`config.mk`:
```
export PLATFORM = sky130hd
export DESIGN_NAME = gcode_number_reader
export DESIGN_NICKNAME = d
export VERILOG_FILES = /design/src/rtl/gcode_number_reader_pkg.sv /design/src/rtl/gcode_number_reader_decimal_accumulator.sv /design/src/rtl/gcode_number_reader.sv
export SDC_FILE = /design/constraint.sdc
export NUM_CORES = 1
export LEC_CHECK = 0
export BUFFER_PORTS_ARGS = -buffer_cell sky130_fd_sc_hd__buf_2
export CAP_MARGIN = 30
export CORE_MARGIN = 2
export CORE_UTILIZATION = 54
export DETAILED_ROUTE_END_ITERATION = 7
export PLACE_DENSITY = 0.76
export SLEW_MARGIN = 20
export SYNTH_ARGS = -nofsm -noshare
export SYNTH_HDL_FRONTEND = slang
export SYNTH_SLANG_ARGS = --single-unit
```
`constraint.sdc`:
```
create_clock -name clk -period 3.2 [get_ports clk]
set_input_delay 0.64 -clock clk [delete_from_list [all_inputs] [get_ports clk]]
set_output_delay 0.64 -clock clk [all_outputs]
set_load 0.01 [all_outputs]
```
`src/rtl/gcode_number_reader_pkg.sv`:
```
// rtl/gcode_number_reader_pkg.sv - shared constants and types for the G-code number reader
`timescale 1ns/1ps
package gcode_number_reader_pkg;

    localparam logic [7:0] CHAR_SPACE = 8'h20;
    localparam logic [7:0] CHAR_MINUS = 8'h2D;
    localparam logic [7:0] CHAR_PLUS  = 8'h2B;
    localparam logic [7:0] CHAR_DOT   = 8'h2E;
    localparam logic [7:0] CHAR_0     = 8'h30;
    localparam logic [7:0] CHAR_9     = 8'h39;

    // Reader FSM states
    localparam logic [2:0] ST_IDLE  = 3'd0;
    localparam logic [2:0] ST_REQ   = 3'd1;
    localparam logic [2:0] ST_WAIT  = 3'd2;
    localparam logic [2:0] ST_EVAL  = 3'd3;
    localparam logic [2:0] ST_SCALE = 3'd4;
    localparam logic [2:0] ST_FIN   = 3'd5;

    // Where we are inside the literal
    typedef enum logic [1:0] {
        PH_SKIP = 2'd0,
        PH_SIGN = 2'd1,
        PH_INT  = 2'd2,
        PH_FRAC = 2'd3
    } num_phase_e;

    function automatic logic is_digit(input logic [7:0] c);
        return (c >= CHAR_0) && (c <= CHAR_9);
    endfunction

endpackage

```
`src/rtl/gcode_number_reader_decimal_accumulator.sv`:
```
// rtl/gcode_number_reader_decimal_accumulator.sv - unsigned decimal accumulator with sticky overflow
//  clk, reset (async, active-low), clk_en : clocking
//  clear       : zero acc and ovf (highest priority)
//  push_digit  : acc = acc*10 + digit
//  mul10       : acc = acc*10
//  digit       : 0..9
//  mag         : low OUT_BITS of acc (valid when ovf=0)
//  ovf         : sticky, set when acc would exceed LIMIT
`timescale 1ns/1ps
module decimal_accumulator #(
    parameter int          ACC_BITS = 20,
    parameter int          OUT_BITS = 16,
    parameter int unsigned LIMIT    = 32767
) (
    input  logic                clk,
    input  logic                reset,
    input  logic                clk_en,
    input  logic                clear,
    input  logic                push_digit,
    input  logic                mul10,
    input  logic [3:0]          digit,
    output logic [OUT_BITS-1:0] mag,
    output logic                ovf
);

    localparam logic [ACC_BITS-1:0] LIMIT_V = ACC_BITS'(LIMIT);

    logic [ACC_BITS-1:0] acc;
    logic [ACC_BITS-1:0] times10;
    logic [ACC_BITS-1:0] next_acc;

    // acc never exceeds LIMIT while ovf=0, so the extra headroom bits
    // keep acc*10+9 from wrapping before the range check.
    always_comb begin
        times10  = (acc << 3) + (acc << 1);
        next_acc = push_digit ? (times10 + {{(ACC_BITS-4){1'b0}}, digit}) : times10;
    end

    always_ff @(posedge clk or negedge reset) begin
        if (!reset) begin
            acc <= '0;
            ovf <= 1'b0;
        end else if (clk_en) begin
            if (clear) begin
                acc <= '0;
                ovf <= 1'b0;
            end else if ((push_digit || mul10) && !ovf) begin
                // Once overflowed, acc is frozen; result is discarded anyway.
                if (next_acc > LIMIT_V) begin
                    ovf <= 1'b1;
                end else begin
                    acc <= next_acc;
                end
            end
        end
    end

    assign mag = acc[OUT_BITS-1:0];

endmodule

```
`src/rtl/gcode_number_reader.sv`:
```
// rtl/gcode_number_reader.sv - converts one signed ASCII decimal literal from a byte FIFO to fixed point
//  clk, reset (async, active-low), clk_en     : clocking
//  trigger / rdy / done                       : upstream subparser handshake
//  char_in, rd_trigger, rd_rdy, rd_done,
//  is_empty                                   : byte FIFO pop interface
//  value, term_char, success                  : result, held until the next done
`timescale 1ns/1ps
module gcode_number_reader
    import gcode_number_reader_pkg::*;
#(
    parameter int VALUE_BITS  = 16,
    parameter int FRAC_DIGITS = 2
) (
    input  logic                  clk,
    input  logic                  reset,
    input  logic                  clk_en,
    input  logic                  trigger,
    output logic                  rdy,
    output logic                  done,
    input  logic [7:0]            char_in,
    output logic                  rd_trigger,
    input  logic                  rd_rdy,
    input  logic                  rd_done,
    input  logic                  is_empty,
    output logic [VALUE_BITS-1:0] value,
    output logic [7:0]            term_char,
    output logic                  success
);

    localparam int ACC_BITS = VALUE_BITS + 4;
    localparam int FC_BITS  = $clog2(FRAC_DIGITS + 2);
    localparam logic [FC_BITS-1:0] FD = FC_BITS'(FRAC_DIGITS);

    logic [2:0]            state;
    num_phase_e            phase;
    logic                  sign;
    logic                  digit_seen;
    logic [FC_BITS-1:0]    frac_cnt;
    logic [7:0]            char_q;
    logic [7:0]            term_q;

    logic                  acc_clear;
    logic                  acc_push;
    logic                  acc_mul10;
    logic [VALUE_BITS-1:0] mag;
    logic                  ovf;

    logic                  c_digit;
    logic                  c_space;
    logic                  c_sign;
    logic                  c_dot;
    logic                  frac_room;

    always_comb begin
        c_digit   = is_digit(char_q);
        c_space   = (char_q == CHAR_SPACE);
        c_sign    = (char_q == CHAR_MINUS) || (char_q == CHAR_PLUS);
        c_dot     = (char_q == CHAR_DOT);
        frac_room = (frac_cnt < FD);

        acc_clear = (state == ST_IDLE) && trigger;
        // Digits beyond FRAC_DIGITS are dropped: truncation, no rounding.
        acc_push  = (state == ST_EVAL) && c_digit && ((phase != PH_FRAC) || frac_room);
        acc_mul10 = (state == ST_SCALE) && frac_room;
    end

    decimal_accumulator #(
        .ACC_BITS (ACC_BITS),
        .OUT_BITS (VALUE_BITS),
        .LIMIT    ((2 ** (VALUE_BITS - 1)) - 1)
    ) u_acc (
        .clk        (clk),
        .reset      (reset),
        .clk_en     (clk_en),
        .clear      (acc_clear),
        .push_digit (acc_push),
        .mul10      (acc_mul10),
        .digit      (char_q[3:0]),
        .mag        (mag),
        .ovf        (ovf)
    );

    always_ff @(posedge clk or negedge reset) begin
        if (!reset) begin
            state      <= ST_IDLE;
            phase      <= PH_SKIP;
            sign       <= 1'b0;
            digit_seen <= 1'b0;
            frac_cnt   <= '0;
            char_q     <= '0;
            term_q     <= '0;
            rdy        <= 1'b1;
            done       <= 1'b0;
            rd_trigger <= 1'b0;
            value      <= '0;
            term_char  <= '0;
            success    <= 1'b0;
        end else if (clk_en) begin
            case (state)
                ST_IDLE: begin
                    done <= 1'b0;
                    if (trigger) begin
                        rdy        <= 1'b0;
                        sign       <= 1'b0;
                        digit_seen <= 1'b0;
                        frac_cnt   <= '0;
                        phase      <= PH_SKIP;
                        state      <= ST_REQ;
                    end
                end
                ST_REQ: begin
                    if (rd_rdy && !is_empty) begin
                        rd_trigger <= 1'b1;
                        state      <= ST_WAIT;
                    end
                end
                ST_WAIT: begin
                    rd_trigger <= 1'b0;
                    if (rd_done) begin
                        char_q <= char_in;
                        state  <= ST_EVAL;
                    end
                end
                ST_EVAL: begin
                    state <= ST_REQ;
                    if (c_space && (phase == PH_SKIP)) begin
                        // leading blank, keep reading
                    end else if (c_sign && (phase == PH_SKIP)) begin
                        sign  <= (char_q == CHAR_MINUS);
                        phase <= PH_SIGN;
                    end else if (c_digit) begin
                        digit_seen <= 1'b1;
                        if (phase == PH_FRAC) begin
                            if (frac_room) begin
                                frac_cnt <= frac_cnt + FC_BITS'(1);
                            end
                        end else begin
                            phase <= PH_INT;
                        end
                    end else if (c_dot && (phase == PH_INT)) begin
                        phase <= PH_FRAC;
                    end else begin
                        term_q <= char_q;
                        state  <= ST_SCALE;
                    end
                end
                ST_SCALE: begin
                    // Pad missing fractional digits so the result unit is fixed.
                    if (frac_room) begin
                        frac_cnt <= frac_cnt + FC_BITS'(1);
                    end else begin
                        state <= ST_FIN;
                    end
                end
                ST_FIN: begin
                    if (digit_seen && !ovf) begin
                        value   <= sign ? (~mag + VALUE_BITS'(1)) : mag;
                        success <= 1'b1;
                    end else begin
                        value   <= '0;
                        success <= 1'b0;
                    end
                    term_char <= term_q;
                    done      <= 1'b1;
                    rdy       <= 1'b1;
                    state     <= ST_IDLE;
                end
                default: begin
                    state <= ST_IDLE;
                end
            endcase
        end
    end

endmodule
```
==> flow_summary.yaml <==
yosys:
  syn_nets: 539
  synth_cells: 502
  synth_top_area_share_pct: 37.9
  ys_types: 61
  mappedNetlistArea_um2: 4750
  synth.most_common_cell: "nand2_1"
  synth_area_leader_cell: "dfrtp_1"
  yosysWarnings: 0
  async_reset_ff_share_pct: 100
  synth_area_leaders: "dfrtp_1 (38%), nand2_1 (6.3%), mux2_2 (5.9%), ha_1 (5.3%), o21ai_0 (4.5%)"
  ys_seq_area_share_pct: 38.5
  syn_avg_cell_area_um2: 9.46
  ys_ff_latch: 73
  synthFlopType: "dfrtp_1"
  synthTopCellsByCount: "nand2_1 (80), dfrtp_1 (72), o21ai_0 (43), nor2_1 (27), mux2_2 (25)"
  synth_edf_count: 0
power:
  intPower_w: 0.00198
  combPwrFrac_pct: 33.3
  switching_share_pct: 36.0
  power_frac_seq_pct: 41.9
  pwr-share-clk_pct: 24.8
  ir_drop_mv: 0.426
  powerDensity_nw_per_um2: 520
  power.leakage_nw: 2.90
  power.switching_w: 0.00111
sta:
  finalSetupViolCount: 19
  timing.hold.ws_ns: 0.142
  slew_headroom_pct: 41.6
  tightestPinTransition_ns: 0.873
  maxSlewViolCount: 0
  fin_setup_tns_ns: -2.16
  fin_skew_ns: 0.0112
  hold_viol: 0
  max_freq_mhz: 298
  rsz0062_at_grt: "true"
  fin_crit_sh_pct: 105
  fin_crit_ns: 3.35
  setup_slack_ns: -0.153
global_route:
  grt_pass1_wl_um: 19900
  grt_usage_pct: 25.6
  first_global_vias: 4067
  antenna_found_initial: 0
  overflow: 0
  grt_max_degree: 39
clock_network:
  clkSlewWorstSetupHoldPaths_ns: 0.09
  cts_sinks: 73
  cts_root_buffer: "clkbuf_8"
  cts_buffers: 9
  ctsHtreeMaxLevel: 3
  cts_tree: "done"
  clockBufferDepth: 2
  insertion_delay_ns: 0.36
setup_path:
  cp-end-kind: "register"
  cp_cell_sequence: "ha_2 -> fa_2 -> a21o_1 -> a221o_1 -> or2_4 -> a311oi_4 -> o21ai_2 -> nor4_4 -> mux2i_1 -> o21ai_2 -> and2_4 -> mux2i_1"
  worstReg2RegStart: "u_acc.acc[2]"
  critPathLaunchType: "register"
  worstSetupPathType: "register to register"
  crit_required_ns: 3.47
  path_max_fanout: 8
  arrival_ns: 3.63
  reg2reg_depth: 12
  crit_path_max_incr_delay_ns: 0.40
  rr_endpoint: "u_acc.acc[8]"
  cp-startpoint: "u_acc.acc[2]"
  crit_end: "u_acc.acc[8]"
  worst-path-stages: 12
  rrSetupSlack_ns: -0.15
  critPathTopFamily: "compound AO/OA/AOI/OAI gates"
  cp_slowest_cell: "dfrtp_1"
  cp_num_buf_inv: 0
drt:
  postRouteAntennaNets: 0
  post_drt_wl_per_cell_um: 16.4
  vias: 4206
  wl_um: 12000
  vias_per_cell: 5.78
  first_iter_violations: 229
  drc: 0
  firstDrtPassIters: 4
layout:
  drive_above_1_share_pct: 31.0
  final_cell_area_um2: 5930
  final_nets: 652
  nFillCells: 658
  num_antenna_cells: 0
  syn2layout_area_growth_pct: 24.9
die:
  rows: 34
  dieArea_um2: 9560
  die_w_um: 97.8
  die_y_um: 97.8
  io_pins: 43
  initial_core_util_pct: 55.0
  core_area_um2: 8640
placed_design:
  gp_congestion: 1.02
  dpl.hpwl_um: 8860
  dpl_cell_area_um2: 5560
  portBuffers: 42
hold_path:
  holdCritPathClass: "primary input to asynchronous set/reset pin"
flow_run:
  max_cap_violations: 0
run_status:
  status: "finished, violations left"
  violations: "negative setup slack"
-- state kept, by name (all words and copies together) (netlist names) --
signal and cells:
phase 2, u_acc.acc 19, rdy 1, success 1, char_q 8, rd_trigger 1
u_acc.ovf 1, frac_cnt 2, done 1, value 16, digit_seen 1, sign 1
term_char 8, state 3, term_q 8
-- power groups by stage --
stage | Clock (W) | Sequential (W) | Combinational, W
global route | 0.000812 | 0.00133 | 0.00113
finish | 0.000764 | 0.00129 | 0.00103
floorplan | 0 | 0.00132 | 0.000642
global placement | 0 | 0.00129 | 0.000949
detailed placement | 0 | 0.00131 | 0.000985
CTS | 0.000774 | 0.00129 | 0.00101
-- worst min path at each step --
stage                     start            end  slack (ns)
after floorplan           reset      char_q[0]        0.34
after global placement      rdy            rdy        0.45
after detailed placement    rdy            rdy        0.45
after CTS                 reset  u_acc.acc[18]        0.43
after global routing      reset       state[1]        0.15
final                     reset     rd_trigger        0.14
-- stage by stage --
stage	setup slack [ns]	utilization (%)	total power (W)	std cells
finish	-0.153	68.7	0.00309	728
global route	-0.272	68.7	0.00327	728
CTS	-0.174	67.5	0.00307	724
detailed placement	-0.287	64.4	0.00229	704
global placement	-0.162	64.4	0.00224	704
floorplan	-0.202	-	0.00196	502
-- layer usage --
metal  routed length, um  part of all wire [%]  track usage, %
met5                   0                     0               0
met4                 244                   2.0            8.55
met3                 643                   5.4            3.94
met2                5640                    47            41.1
met1                5440                    45            35.9
-- logic make-up (layout without fill, tap and decap cells) --
logic type | after synthesis | in the layout | synth area share [%]
mux | 41 | 41 | 9.30
flops | 73 | 73 | 38.5
simple gates | 188 | 189 | 20.5
xor+xnor | 38 | 38 | 7.01
buf+inv | 26 | 143 | 2.85
fa+ha+maj | 22 | 22 | 6.11
compound gates | 114 | 114 | 15.7
-- area by class of cell --
type / instances / area, um2 / share of cell area [%]
multi-input combinational: 404 / 2910 / 49.1
sequential: 73 / 1830 / 30.8
timing repair buffer: 119 / 825 / 13.9
tap: 108 / 135 / 2.28
clock buffer: 9 / 124 / 2.09
clock inverter: 7 / 78.8 / 1.33
inverter: 8 / 30.0 / 0.506
-- what timing repair did --
item	4_1_cts	5_1_grt
gates cloned	1	0
pin swaps	13	6
endpoints found under the setup margin	19	20
buffers inserted	3	2
hold buffers	0	0
resized for setup	6	12
-- cell usage in the layout (no fill, tap or decap), types with 3 or more instances in the layout --
cell type	n
buf_4	73
nor2_1	25
inv_1	8
buf_2	42
o311ai_0	3
a21oi_1	16
xor2_1	20
ha_1	19
o21a_1	4
a21o_1	12
nor3_1	11
nand4_1	3
mux2_2	25
or3_1	8
nand2_1	80
o211ai_1	4
clkbuf_8	9
mux2i_1	16
nor2b_1	6
or4_1	3
o21ai_2	5
o21ai_0	41
nand4b_1	4
xnor2_1	17
nand3_1	8
o31ai_1	4
dfrtp_1	72
and3_1	9
o21ai_1	4
nand2b_1	9
No activity file was read; power rests on OpenSTA's default activity.
